$ cat config.mk
export PLATFORM = sky130hd
export DESIGN_NAME = axi_lite_arbiter
export DESIGN_NICKNAME = d
export VERILOG_FILES = /design/src/rtl/axi_lite_arbiter.sv
export SDC_FILE = /design/constraint.sdc
export NUM_CORES = 1
export LEC_CHECK = 0
export ABC_CLOCK_PERIOD_IN_PS = 2700
export CORE_AREA = 5 5 171 173
export CTS_CLUSTER_SIZE = 16
export DETAILED_ROUTE_END_ITERATION = 10
export DIE_AREA = 0 0 176 178
export PLACE_DENSITY_LB_ADDON = 0.1
export SLEW_MARGIN = 20
export SYNTH_ARGS = -nofsm -noshare
export SYNTH_HDL_FRONTEND = slang
export SYNTH_SLANG_ARGS = --single-unit
export TNS_END_PERCENT = 1
$ cat constraint.sdc
create_clock -name clk -period 2.7 [get_ports clk]
set_input_delay 0.54 -clock clk [delete_from_list [all_inputs] [get_ports clk]]
set_output_delay 0.54 -clock clk [all_outputs]
set_load 0.1 [all_outputs]
$ cat src/rtl/axi_lite_arbiter.sv
// Round-robin AXI4-Lite arbiter: merges NUM_MASTERS request ports onto one downstream port,
// granting one whole read or write transaction at a time until its response handshake.
module axi_lite_arbiter #(
   parameter int NUM_MASTERS = 2,
   localparam int IDX_W = (NUM_MASTERS > 1) ? $clog2(NUM_MASTERS) : 1
) (
   input  logic                              clk,
   input  logic                              reset,
   // master-side ports, index 0 = IFU, index 1 = LSU
   input  logic [NUM_MASTERS-1:0][31:0]      m_araddr_i,
   input  logic [NUM_MASTERS-1:0]            m_arvalid_i,
   output logic [NUM_MASTERS-1:0]            m_arready_o,
   output logic [NUM_MASTERS-1:0][31:0]      m_rdata_o,
   output logic [NUM_MASTERS-1:0][1:0]       m_rresp_o,
   output logic [NUM_MASTERS-1:0]            m_rvalid_o,
   input  logic [NUM_MASTERS-1:0]            m_rready_i,
   input  logic [NUM_MASTERS-1:0][31:0]      m_awaddr_i,
   input  logic [NUM_MASTERS-1:0]            m_awvalid_i,
   output logic [NUM_MASTERS-1:0]            m_awready_o,
   input  logic [NUM_MASTERS-1:0][31:0]      m_wdata_i,
   input  logic [NUM_MASTERS-1:0][3:0]       m_wmask_i,
   input  logic [NUM_MASTERS-1:0]            m_wvalid_i,
   output logic [NUM_MASTERS-1:0]            m_wready_o,
   output logic [NUM_MASTERS-1:0][1:0]       m_bresp_o,
   output logic [NUM_MASTERS-1:0]            m_bvalid_o,
   input  logic [NUM_MASTERS-1:0]            m_bready_i,
   // downstream port to the crossbar
   output logic [31:0]                       s_araddr_o,
   output logic                              s_arvalid_o,
   input  logic                              s_arready_i,
   input  logic [31:0]                       s_rdata_i,
   input  logic [1:0]                        s_rresp_i,
   input  logic                              s_rvalid_i,
   output logic                              s_rready_o,
   output logic [31:0]                       s_awaddr_o,
   output logic                              s_awvalid_o,
   input  logic                              s_awready_i,
   output logic [31:0]                       s_wdata_o,
   output logic [3:0]                        s_wmask_o,
   output logic                              s_wvalid_o,
   input  logic                              s_wready_i,
   input  logic [1:0]                        s_bresp_i,
   input  logic                              s_bvalid_i,
   output logic                              s_bready_o,
   // debug view: state encoding IDLE=0 RD_ADDR=1 RD_DATA=2 WR_REQ=3 WR_RESP=4
   output logic [2:0]                        state_o,
   output logic [IDX_W-1:0]                  gnt_idx_o,
   output logic [IDX_W-1:0]                  rr_ptr_o
);

   typedef enum logic [2:0] {
      IDLE    = 3'd0,
      RD_ADDR = 3'd1,
      RD_DATA = 3'd2,
      WR_REQ  = 3'd3,
      WR_RESP = 3'd4
   } state_e;

   state_e                   state_q, state_d;
   logic [IDX_W-1:0]         gnt_idx_q, gnt_idx_d;
   logic [IDX_W-1:0]         rr_ptr_q, rr_ptr_d;
   logic                     aw_done_q, aw_done_d;
   logic                     w_done_q, w_done_d;
   logic [NUM_MASTERS-1:0]   req;
   logic [IDX_W-1:0]         win_idx, cand, rr_next;
   logic                     win_found;
   logic                     aw_hs, w_hs;

   assign req = m_arvalid_i | m_awvalid_i;

   // Scan from the farthest offset down so the candidate closest to rr_ptr is written last.
   always_comb begin
      win_found = 1'b0;
      win_idx   = rr_ptr_q;
      cand      = '0;
      for (int k = NUM_MASTERS - 1; k >= 0; k--) begin
         cand = IDX_W'((int'(rr_ptr_q) + k) % NUM_MASTERS);
         if (req[cand]) begin
            win_found = 1'b1;
            win_idx   = cand;
         end
      end
   end

   assign rr_next = (gnt_idx_q == IDX_W'(NUM_MASTERS - 1)) ? '0 : gnt_idx_q + IDX_W'(1);

   // Every channel is a plain valid/ready pair: a beat transfers in the cycle both are high;
   // valid never waits on ready, and only the granted master's channel is connected through.
   always_comb begin
      state_d     = state_q;
      gnt_idx_d   = gnt_idx_q;
      rr_ptr_d    = rr_ptr_q;
      aw_done_d   = aw_done_q;
      w_done_d    = w_done_q;
      m_arready_o = '0;
      m_rvalid_o  = '0;
      m_awready_o = '0;
      m_wready_o  = '0;
      m_bvalid_o  = '0;
      s_arvalid_o = 1'b0;
      s_rready_o  = 1'b0;
      s_awvalid_o = 1'b0;
      s_wvalid_o  = 1'b0;
      s_bready_o  = 1'b0;
      aw_hs       = 1'b0;
      w_hs        = 1'b0;
      case (state_q)
         IDLE: begin
            aw_done_d = 1'b0;
            w_done_d  = 1'b0;
            if (win_found) begin
               gnt_idx_d = win_idx;
               state_d   = m_arvalid_i[win_idx] ? RD_ADDR : WR_REQ;
            end
         end
         RD_ADDR: begin
            s_arvalid_o            = m_arvalid_i[gnt_idx_q];
            m_arready_o[gnt_idx_q] = s_arready_i;
            if (s_arvalid_o && s_arready_i) state_d = RD_DATA;
         end
         RD_DATA: begin
            s_rready_o            = m_rready_i[gnt_idx_q];
            m_rvalid_o[gnt_idx_q] = s_rvalid_i;
            if (s_rvalid_i && s_rready_o) begin
               state_d  = IDLE;
               rr_ptr_d = rr_next;
            end
         end
         WR_REQ: begin
            // A channel that already handshook is masked so it cannot transfer a second beat.
            s_awvalid_o            = m_awvalid_i[gnt_idx_q] & ~aw_done_q;
            m_awready_o[gnt_idx_q] = s_awready_i & ~aw_done_q;
            s_wvalid_o             = m_wvalid_i[gnt_idx_q] & ~w_done_q;
            m_wready_o[gnt_idx_q]  = s_wready_i & ~w_done_q;
            aw_hs                  = s_awvalid_o & s_awready_i;
            w_hs                   = s_wvalid_o & s_wready_i;
            aw_done_d              = aw_done_q | aw_hs;
            w_done_d               = w_done_q | w_hs;
            if (aw_done_d && w_done_d) state_d = WR_RESP;
         end
         WR_RESP: begin
            s_bready_o            = m_bready_i[gnt_idx_q];
            m_bvalid_o[gnt_idx_q] = s_bvalid_i;
            if (s_bvalid_i && s_bready_o) begin
               state_d  = IDLE;
               rr_ptr_d = rr_next;
            end
         end
         default: state_d = IDLE;
      endcase
   end

   always_ff @(posedge clk) begin
      if (reset) begin
         state_q   <= IDLE;
         gnt_idx_q <= '0;
         rr_ptr_q  <= '0;
         aw_done_q <= 1'b0;
         w_done_q  <= 1'b0;
      end else begin
         state_q   <= state_d;
         gnt_idx_q <= gnt_idx_d;
         rr_ptr_q  <= rr_ptr_d;
         aw_done_q <= aw_done_d;
         w_done_q  <= w_done_d;
      end
   end

   assign s_araddr_o = m_araddr_i[gnt_idx_q];
   assign s_awaddr_o = m_awaddr_i[gnt_idx_q];
   assign s_wdata_o  = m_wdata_i[gnt_idx_q];
   assign s_wmask_o  = m_wmask_i[gnt_idx_q];
   assign m_rdata_o  = {NUM_MASTERS{s_rdata_i}};
   assign m_rresp_o  = {NUM_MASTERS{s_rresp_i}};
   assign m_bresp_o  = {NUM_MASTERS{s_bresp_i}};

   assign state_o   = state_q;
   assign gnt_idx_o = gnt_idx_q;
   assign rr_ptr_o  = rr_ptr_q;

endmodule

# Yosys cells after proc, flatten, opt, wreduce, memory -nomap -nowiden
# Cells that the tools add are included.
[totals] input_bits=253 output_inout_bits=192 register_bits=7 elab_cells=101
[op_classes] muxes=53 n_eq_ne=9 bitwise=16 n_lt_le_gt_ge=5 reduce_logical=11 n_addsub=2
[ops] cell="32-bit two-way mux" n=6
[ops] cell="1-bit two-way mux" n=29
[ops] cell="3-bit two-way mux" n=5
[ops] cell="3-bit case mux with 5 select lines" n=1
[ops] cell="2-bit two-way mux" n=6
[ops] cell="2-bit bitwise AND" n=5
[ops] cell="2-bit != test (second input constant)" n=5
[ops] cell="1-bit by 2-bit less-than comparator with 1-bit output (second input constant)" n=4
[ops] cell="4-bit two-way mux" n=2
[ops] cell="1-bit bitwise AND" n=6
[ops] cell="3-bit by 2-bit equality test with 1-bit output (second input constant)" n=2
[ops] cell="1-bit case mux with 2 select lines" n=3
[ops] cell="1-bit logical AND" n=5
[ops] cell="5-bit AND reduction" n=1
[ops] cell="2-bit nonzero test" n=2
[ops] cell="3-bit by 1-bit equality test with 1-bit output (second input constant)" n=1
[ops] cell="3-bit equality test (second input constant)" n=1
[ops] cell="3-bit zero test" n=1
[ops] cell="3-bit AND reduction" n=1
[ops] cell="1-bit adder (second input constant)" n=2
[ops] cell="1-bit NOT" n=2
[ops] cell="1-bit OR" n=2
[ops] cell="2-bit OR" n=1
[ops] cell="2-bit AND reduction" n=1
[ops] cell="2 further kinds" n=2

# Logic depth before layout (Yosys ltp)
# Gate-level depths: netlist (run 1).
[depth] depth_word=10 depth_mapped=7 ltp_nobuf=5

# Worst setup path before layout (run 1)
# No wires, ideal clock.
[synth_timing] path_type="register to output" start="register state_q[0], in the netlist state_o[0]" end="output port s_awvalid_o" path_buffers=1 stages_incl_launch_ff=4 path_slack_ns=-1.367 arrival_ns=3.527 required_ns=2.160 cell_sequence="dfxtp_1 -> buf_2 -> nand3b_1 -> nor3_1"
[synth_via] elab_chain_cells=2
[synth_rtl] element="from (decl)" line="59" source="state_e state_q, state_d;"
[synth_rtl] element="from (signal assigned)" line="161" source="state_q <= state_d;"
[synth_rtl] element="3-bit by 2-bit equality test with 1-bit output" line="107" source="case (state_q)"
[synth_rtl] element="1-bit two-way mux" line="107"
[synth_rtl] element="to (decl)" line="36" source="output logic s_awvalid_o,"
# Every way passes these cells.

# Final worst setup path (run 1)
[layout_timing] start="input port m_awvalid_i[1]" end="output port s_awvalid_o"
[layout_via] elab_chain_cells=4
[layout_rtl] element="from (decl)" line="18" source="input logic [NUM_MASTERS-1:0] m_awvalid_i,"
[layout_rtl] element="1-bit two-way mux (not written as such) (2 in a row)" line="131" source="s_awvalid_o = m_awvalid_i[gnt_idx_q] & ~aw_done_q;"
[layout_rtl] element="1-bit bitwise AND" line="131"
[layout_rtl] element="1-bit two-way mux" line="107"
# Every way passes these cells. The select of a mux whose other input is x is not followed.

==> results of run 1 <==
-- cell usage in the layout (no fill, tap or decap), drive strengths merged --
| master | n |
|---|---|
| a21oi | 2 |
| a211oi | 1 |
| nor3b | 1 |
| o211ai | 1 |
| o221a | 1 |
| mux2 | 100 |
| nand2 | 4 |
| o22ai | 3 |
| and3b | 2 |
| a21o | 1 |
| nand3b | 1 |
| a22oi | 2 |
| nand2b | 3 |
| dfxtp | 7 |
| nor3 | 1 |
| buf | 125 |
| o21ai | 3 |
| nor4 | 1 |
| clkbuf | 4 |
| nor2 | 20 |
| o221ai | 1 |
| nand3 | 2 |
| clkdlybuf4s50 | 216 |
| a31o | 1 |
| mux2i | 5 |
| o31ai | 1 |
| or3 | 1 |
| and3 | 4 |
| nor2b | 4 |
| nor4b | 1 |
| inv | 3 |
| o32a | 1 |
-- state kept, by name, indices dropped and copies added, names as in the netlist --
signal	cells
state_o	3
aw_done_q	1
gnt_idx_o	1
rr_ptr_o	1
w_done_q	1
-- power by group through the flow --
stage,sequential [mW],clock [mW],combinational (mW)
floorplan,0.302,0,4.20
global placement,0.235,0,6.17
detailed placement,0.232,0,6.18
CTS,0.230,0.257,6.19
global route,0.240,0.258,6.28
finish,0.224,0.254,6.10
-- synth_stat cells (all sizes together) --
cell    number
o221a        1
buf         87
o22ai        3
o31ai        1
nand3b       1
o32a         1
a21oi        2
mux2i        5
nand2b       3
o221ai       1
nand3        2
or3          1
inv          3
o21ai        3
a211oi       1
mux2       100
nor4b        1
a31o         1
and3b        2
nand2        4
and3         4
nor3         1
nor4         1
a22oi        2
nor3b        1
a21o         1
o211ai       1
nor2b        4
nor2        20
dfxtp        7
-- final timing paths --
path	slack, ns	to	cells past startpoint
setup reg to reg	0.92	state_o[0]	5
hold / removal	0.59	rr_ptr_o	2
setup / recovery	0.44	s_awvalid_o	4
hold reg to reg	0.59	rr_ptr_o	2
-- through the flow --
stage | setup TNS [ns] | cell area, um2
final | 0 | 6850
after global routing | 0 | 6850
after CTS | 0 | 6850
after detailed placement | 0 | 6770
after global placement | 0 | 6770
after floorplan | -0.718 | 2380
-- layer usage --
layer	track usage, %	up-vias	share of wire, %
met1	11.4	1334	37
li1	-	1382	-
met3	5.07	11	12
met4	0.780	2	0.38
met5	0	-	0.074
met2	18.6	255	50
-- cell families (layout without fill, tap and decap cells) --
group                  count (synthesis)  count (layout)
AO/OA/AOI/OAI                         18              18
AND/OR/NAND/NOR                       45              45
buffers and inverters                 90             348
multiplexers                         105             105
flip-flops                             7               7
-- final cells by class --
class / instances / share of cell area, %
flip-flops and latches: 7 / 2.10
inverters: 3 / 0.164
multi-input cells: 168 / 23.4
well taps: 346 / 6.32
repair buffers: 341 / 66.8
clock buffers: 4 / 1.15
-- worst min-delay path, stage by stage (launching register included) --
cell	delay, ns
dfxtp_1	0.36
nor2_1	0.12
a211oi_1	0.05
==> metrics, run 1 <==
clk root buf=clkbuf_16; Fill cells=2,961; logic gate share of total power=92.7%; status=finished, final reports clean; Seq/Total Area, Yosys=6.03%; cts bufs inserted=3; area of the multi-input gates=0.00161 mm2; total length of routed wires=~18,000 um; Total Power Consumption=between 6 and 7 mW; clk_skew=0.00156 ns; Chip Width=176 um; Final min period=between 2 and 2.5 ns; Cells after Synth=265; Sw Pwr=3.98 mW; final core utilization=24.9%; main combinational cell family by area after synthesis=multiplexers; CTS Buffer Depth=2; core area=0.0275 mm2; worst slew pin tran=0.403 ns; Final Setup Violations=0; Power Density=961 mW/mm2; area leader, netlist=mux2_2; Total Routing Usage GR=10.3%; Layout area overhead=195%; Post-Layout Cell Count=869; max_cap viols=0; DRC viols=0; 1st-iter DRT viols=54; Crit-path slowest cell=clkdlybuf4s50_1; top-area cell type share of the netlist area=48.4%; Fin. Hold Viols=0; Max Slew Vio Count=0; largest cells by area after synthesis=mux2_2, buf_4, dfxtp_1; cts repair resizes=0; vias in the first global route=3,317; first-pass GRT wire length=24,100 um; CTS tree=yes; CP cell instances=clkdlybuf4s50_1 -> mux2i_1 -> nor3_4 -> buf_12; Worst IR Drop VDD=0.000319 V; GR Overflow Total=0; Reg clk slew, reported paths=0.03 ns; register area=144 um2; setup bufs post-CTS=0; headroom to the max-slew limit=72.4%; routed vias/inst=3.43; row count=61; drt pass-1 iters=4; post-synthesis register bit count=7; pre-CTS WS=0.454 ns; DP HPWL=15,800 um; Hold Path Origin=rr_ptr_o; clock latency on the worst-skew pair=~0.23 ns; Post-Syn Area=0.00232 mm2; Yosys cell types=33; layout cells sized above 1=47.4%; antenna violations before repair=1; pin count of the biggest net entering global routing=34; final setup margin=0.438 ns; f_max=between 400 and 500 MHz; Min-Delay Path Class=reg2reg; CP max FO=5; internal cell power=2.60 mW; adder and majority gate portion of the synthesized area=0%; RR Startpoint=gnt_idx_o; # diodes=0; initial core utilization=8.46%; routed length per instance=20.2 um; CP Launch Type=primary input; Flop pwr share=under 10%; cts hold-fix bufs=0; synthesized area per cell=8.77 um2; worst setup path start=m_awvalid_i[1]; nets@finish=777; Pleak=2.61 nW; mux contribution to synthesized area=50.6%; YS warnings=0; # H-tree levels=1; Compound-Gate Fraction of Synth Area=5.97%; CP endpoint kind=output pin; Clock Power Share=3.9%; CP arrival=1.72 ns; CP Data Required Time=2.16 ns; Post-Synth Simple-Gate Area=just over 10%; switching part of the total=60.5%; placed cells=865; post-route ant nets=0; Worst Path Buf+Inv=2; IO Port Bufs=~340; Crit Path Category=in2out; die extent in y=approximately 180 um; xor/xnor share of the synthesized area=0%; Hold WS=about 0.59 ns; Final Wtd Congestion=0.738; Sink Count=7; Vias=roughly 3,000; Top-Level Pins=445; CP max stage delay=0.58 ns; die footprint=around 0.031 mm2; period utilization=between 80% and 90%; Top delay family on crit path=buffers and inverters; Mapped Nets=518; unrepaired setup endpoints after global routing=false
No activity file was read; power rests on OpenSTA's default activity.
==> inputs of run 2 (changes only) <==
--- a/config.mk
+++ b/config.mk
@@ -5,11 +5,11 @@
 export SDC_FILE = /design/constraint.sdc
 export NUM_CORES = 1
 export LEC_CHECK = 0
-export ABC_CLOCK_PERIOD_IN_PS = 2700
-export CORE_AREA = 5 5 171 173
+export ABC_CLOCK_PERIOD_IN_PS = 2200
+export CORE_AREA = 5 5 170 172
 export CTS_CLUSTER_SIZE = 16
 export DETAILED_ROUTE_END_ITERATION = 10
-export DIE_AREA = 0 0 176 178
+export DIE_AREA = 0 0 175 177
 export PLACE_DENSITY_LB_ADDON = 0.1
 export SLEW_MARGIN = 20
 export SYNTH_ARGS = -nofsm -noshare
==> constraint.sdc (replaced) <==
create_clock -name clk -period 2.2 [get_ports clk]
set_input_delay 0.44 -clock clk [delete_from_list [all_inputs] [get_ports clk]]
set_output_delay 0.44 -clock clk [all_outputs]
set_load 0.1 [all_outputs]
==> run 2 against run 1 <==
Sequential cell count did not move. Register-to-register slack lost 0.47 ns. Clock skew is 0.0013 ns lower. First-iteration DRC count is 20% lower. Worst setup slack got worse by 0.34 ns. Non-clock buffer count rose by 2. Sequential power up 14%. Critical path type unchanged.
==> metrics, run 2 (synthesis results as in run 1) <==
# H-tree levels=1; row count=61; post-route ant nets=0; Pleak=2.62 nW; Vias=3,000; Final min period=2.10 ns; hold path depth=2; die extent in y=roughly 180 um; clk root buf=clkbuf_16; CP max FO=6; Total Power Consumption=8.09 mW; die footprint=0.0310 mm2; period utilization=95.4%; Crit-path slowest cell=clkdlybuf4s50_1; Reg clk slew, reported paths=around 0.040 ns; Hold WS=0.589 ns; Top-Level Pins=445; Final Setup Violations=0; vias in the first global route=3,305; placed cells=867; max FFs per register=3; Worst IR Drop VDD=around 0.00054 V; Fill cells=roughly 2,900; Max Slew Vio Count=0; worst setup path start=m_arvalid_i[1]; CP arrival=1.66 ns; pin count of the biggest net entering global routing=49; reg2reg path depth=6; r2r setup slk=approximately 0.45 ns; worst slew pin tran=0.514 ns; DRC viols=0; GR Overflow Total=0; max_cap viols=0; area of the multi-input gates=0.00165 mm2; DP HPWL=13,800 um; Hold Path Origin=w_done_q; CP endpoint kind=output pin; Chip Width=between 150 and 200 um; CP max stage delay=0.58 ns; Total Routing Usage GR=~9.0%; commonest non-fill, non-tap cell in the layout=clkdlybuf4s50_1; IO Port Bufs=336; Min-Delay Path Class=reg2reg; CP cell instances=clkdlybuf4s50_1 -> mux2i_1 -> buf_4 -> nor2_4 -> buf_12; clk_skew=0.000211 ns; status=finished, final reports clean; cts repair resizes=0; # diodes=0; clock latency on the worst-skew pair=0.23 ns; headroom to the max-slew limit=64.8%; CTS Buffer Depth=2; nets@finish=779; final core utilization=25.3%; CP Launch Type=primary input; routed vias/inst=3.44; antenna violations before repair=1; Post-Layout Cell Count=871; unrepaired setup endpoints after global routing=false; core area=0.0273 mm2; first-pass GRT wire length=21,700 um; drt pass-1 iters=4; 1st-iter DRT viols=43; Layout area overhead=197%; initial core utilization=around 8.5%; CP Data Required Time=1.76 ns; most frequent cells in the layout=clkdlybuf4s50_1, buf_12, mux2_2, nor2_1; Fin. Hold Viols=0; cts hold-fix bufs=0; routed length per instance=17.5 um; Power Density=approximately 1200 mW/mm2; total length of routed wires=15,200 um; cts bufs inserted=3; RR Startpoint=gnt_idx_o; Sink Count=7; Setup Total Neg Slack=0 ns; CTS tree=yes; f_max=477 MHz; layout cells sized above 1=48.4%; Crit Path Category=in2out; Final Wtd Congestion=0.733; register area=150 um2; setup bufs post-CTS=0
run 2: changes by cell type in the layout (fill, tap and decap cells not counted), sizes merged:
cell and change:
buf +2
run 2: report_power, final:
group / switching (mW) / internal [mW] / total (mW) / leakage [nW]
combinational: 4.70 / 2.82 / 7.52 / 2.52
sequential: 0.0874 / 0.168 / 0.255 / 0.0592
clock: 0.0724 / 0.241 / 0.314 / 0.0382
total: 4.86 / 3.23 / 8.09 / 2.62
run 2: worst paths after layout:
path,to
worst min-delay path,w_done_q
worst max-delay path,s_arvalid_o
worst max register to register,state_o[2]
worst min register to register,w_done_q
run 2: cell type report:
cell class	instances	share of cell area, %
Tap cell	346	6.26
Timing Repair Buffer	343	66.4
Sequential cell	7	2.17
Multi-Input combinational cell	168	23.8
Inverter	3	0.163
Clock buffer	4	1.14
run 2: worst max-delay path: cells and delay by family:
kind / cells / cell delay (ns)
buffers and inverters: 3 / 0.93
muxes: 1 / 0.17
and+or+nand+nor: 1 / 0.10
run 2: through the flow:
step / area, um2 / setup WS (ns)
2_1_floorplan: 2440 / -0.0656
3_3_place_gp: 6830 / -0.131
3_5_place_dp: 6830 / -0.0788
4_1_cts: 6910 / 0.102
5_1_grt: 6910 / 0.0309
6_report: 6910 / 0.102
run 2: per-layer routing:
metal | vias to the layer above | wire [um] | part of all wire (%) | track usage [%]
li1 | 1388 | - | - | -
met1 | 1334 | 5360 | 35 | 9.94
met2 | 269 | 7530 | 49 | 15.6
met3 | 9 | 2270 | 15 | 5.23
met4 | 0 | 72 | 0.47 | 0.949
met5 | - | 0 | 0 | 0
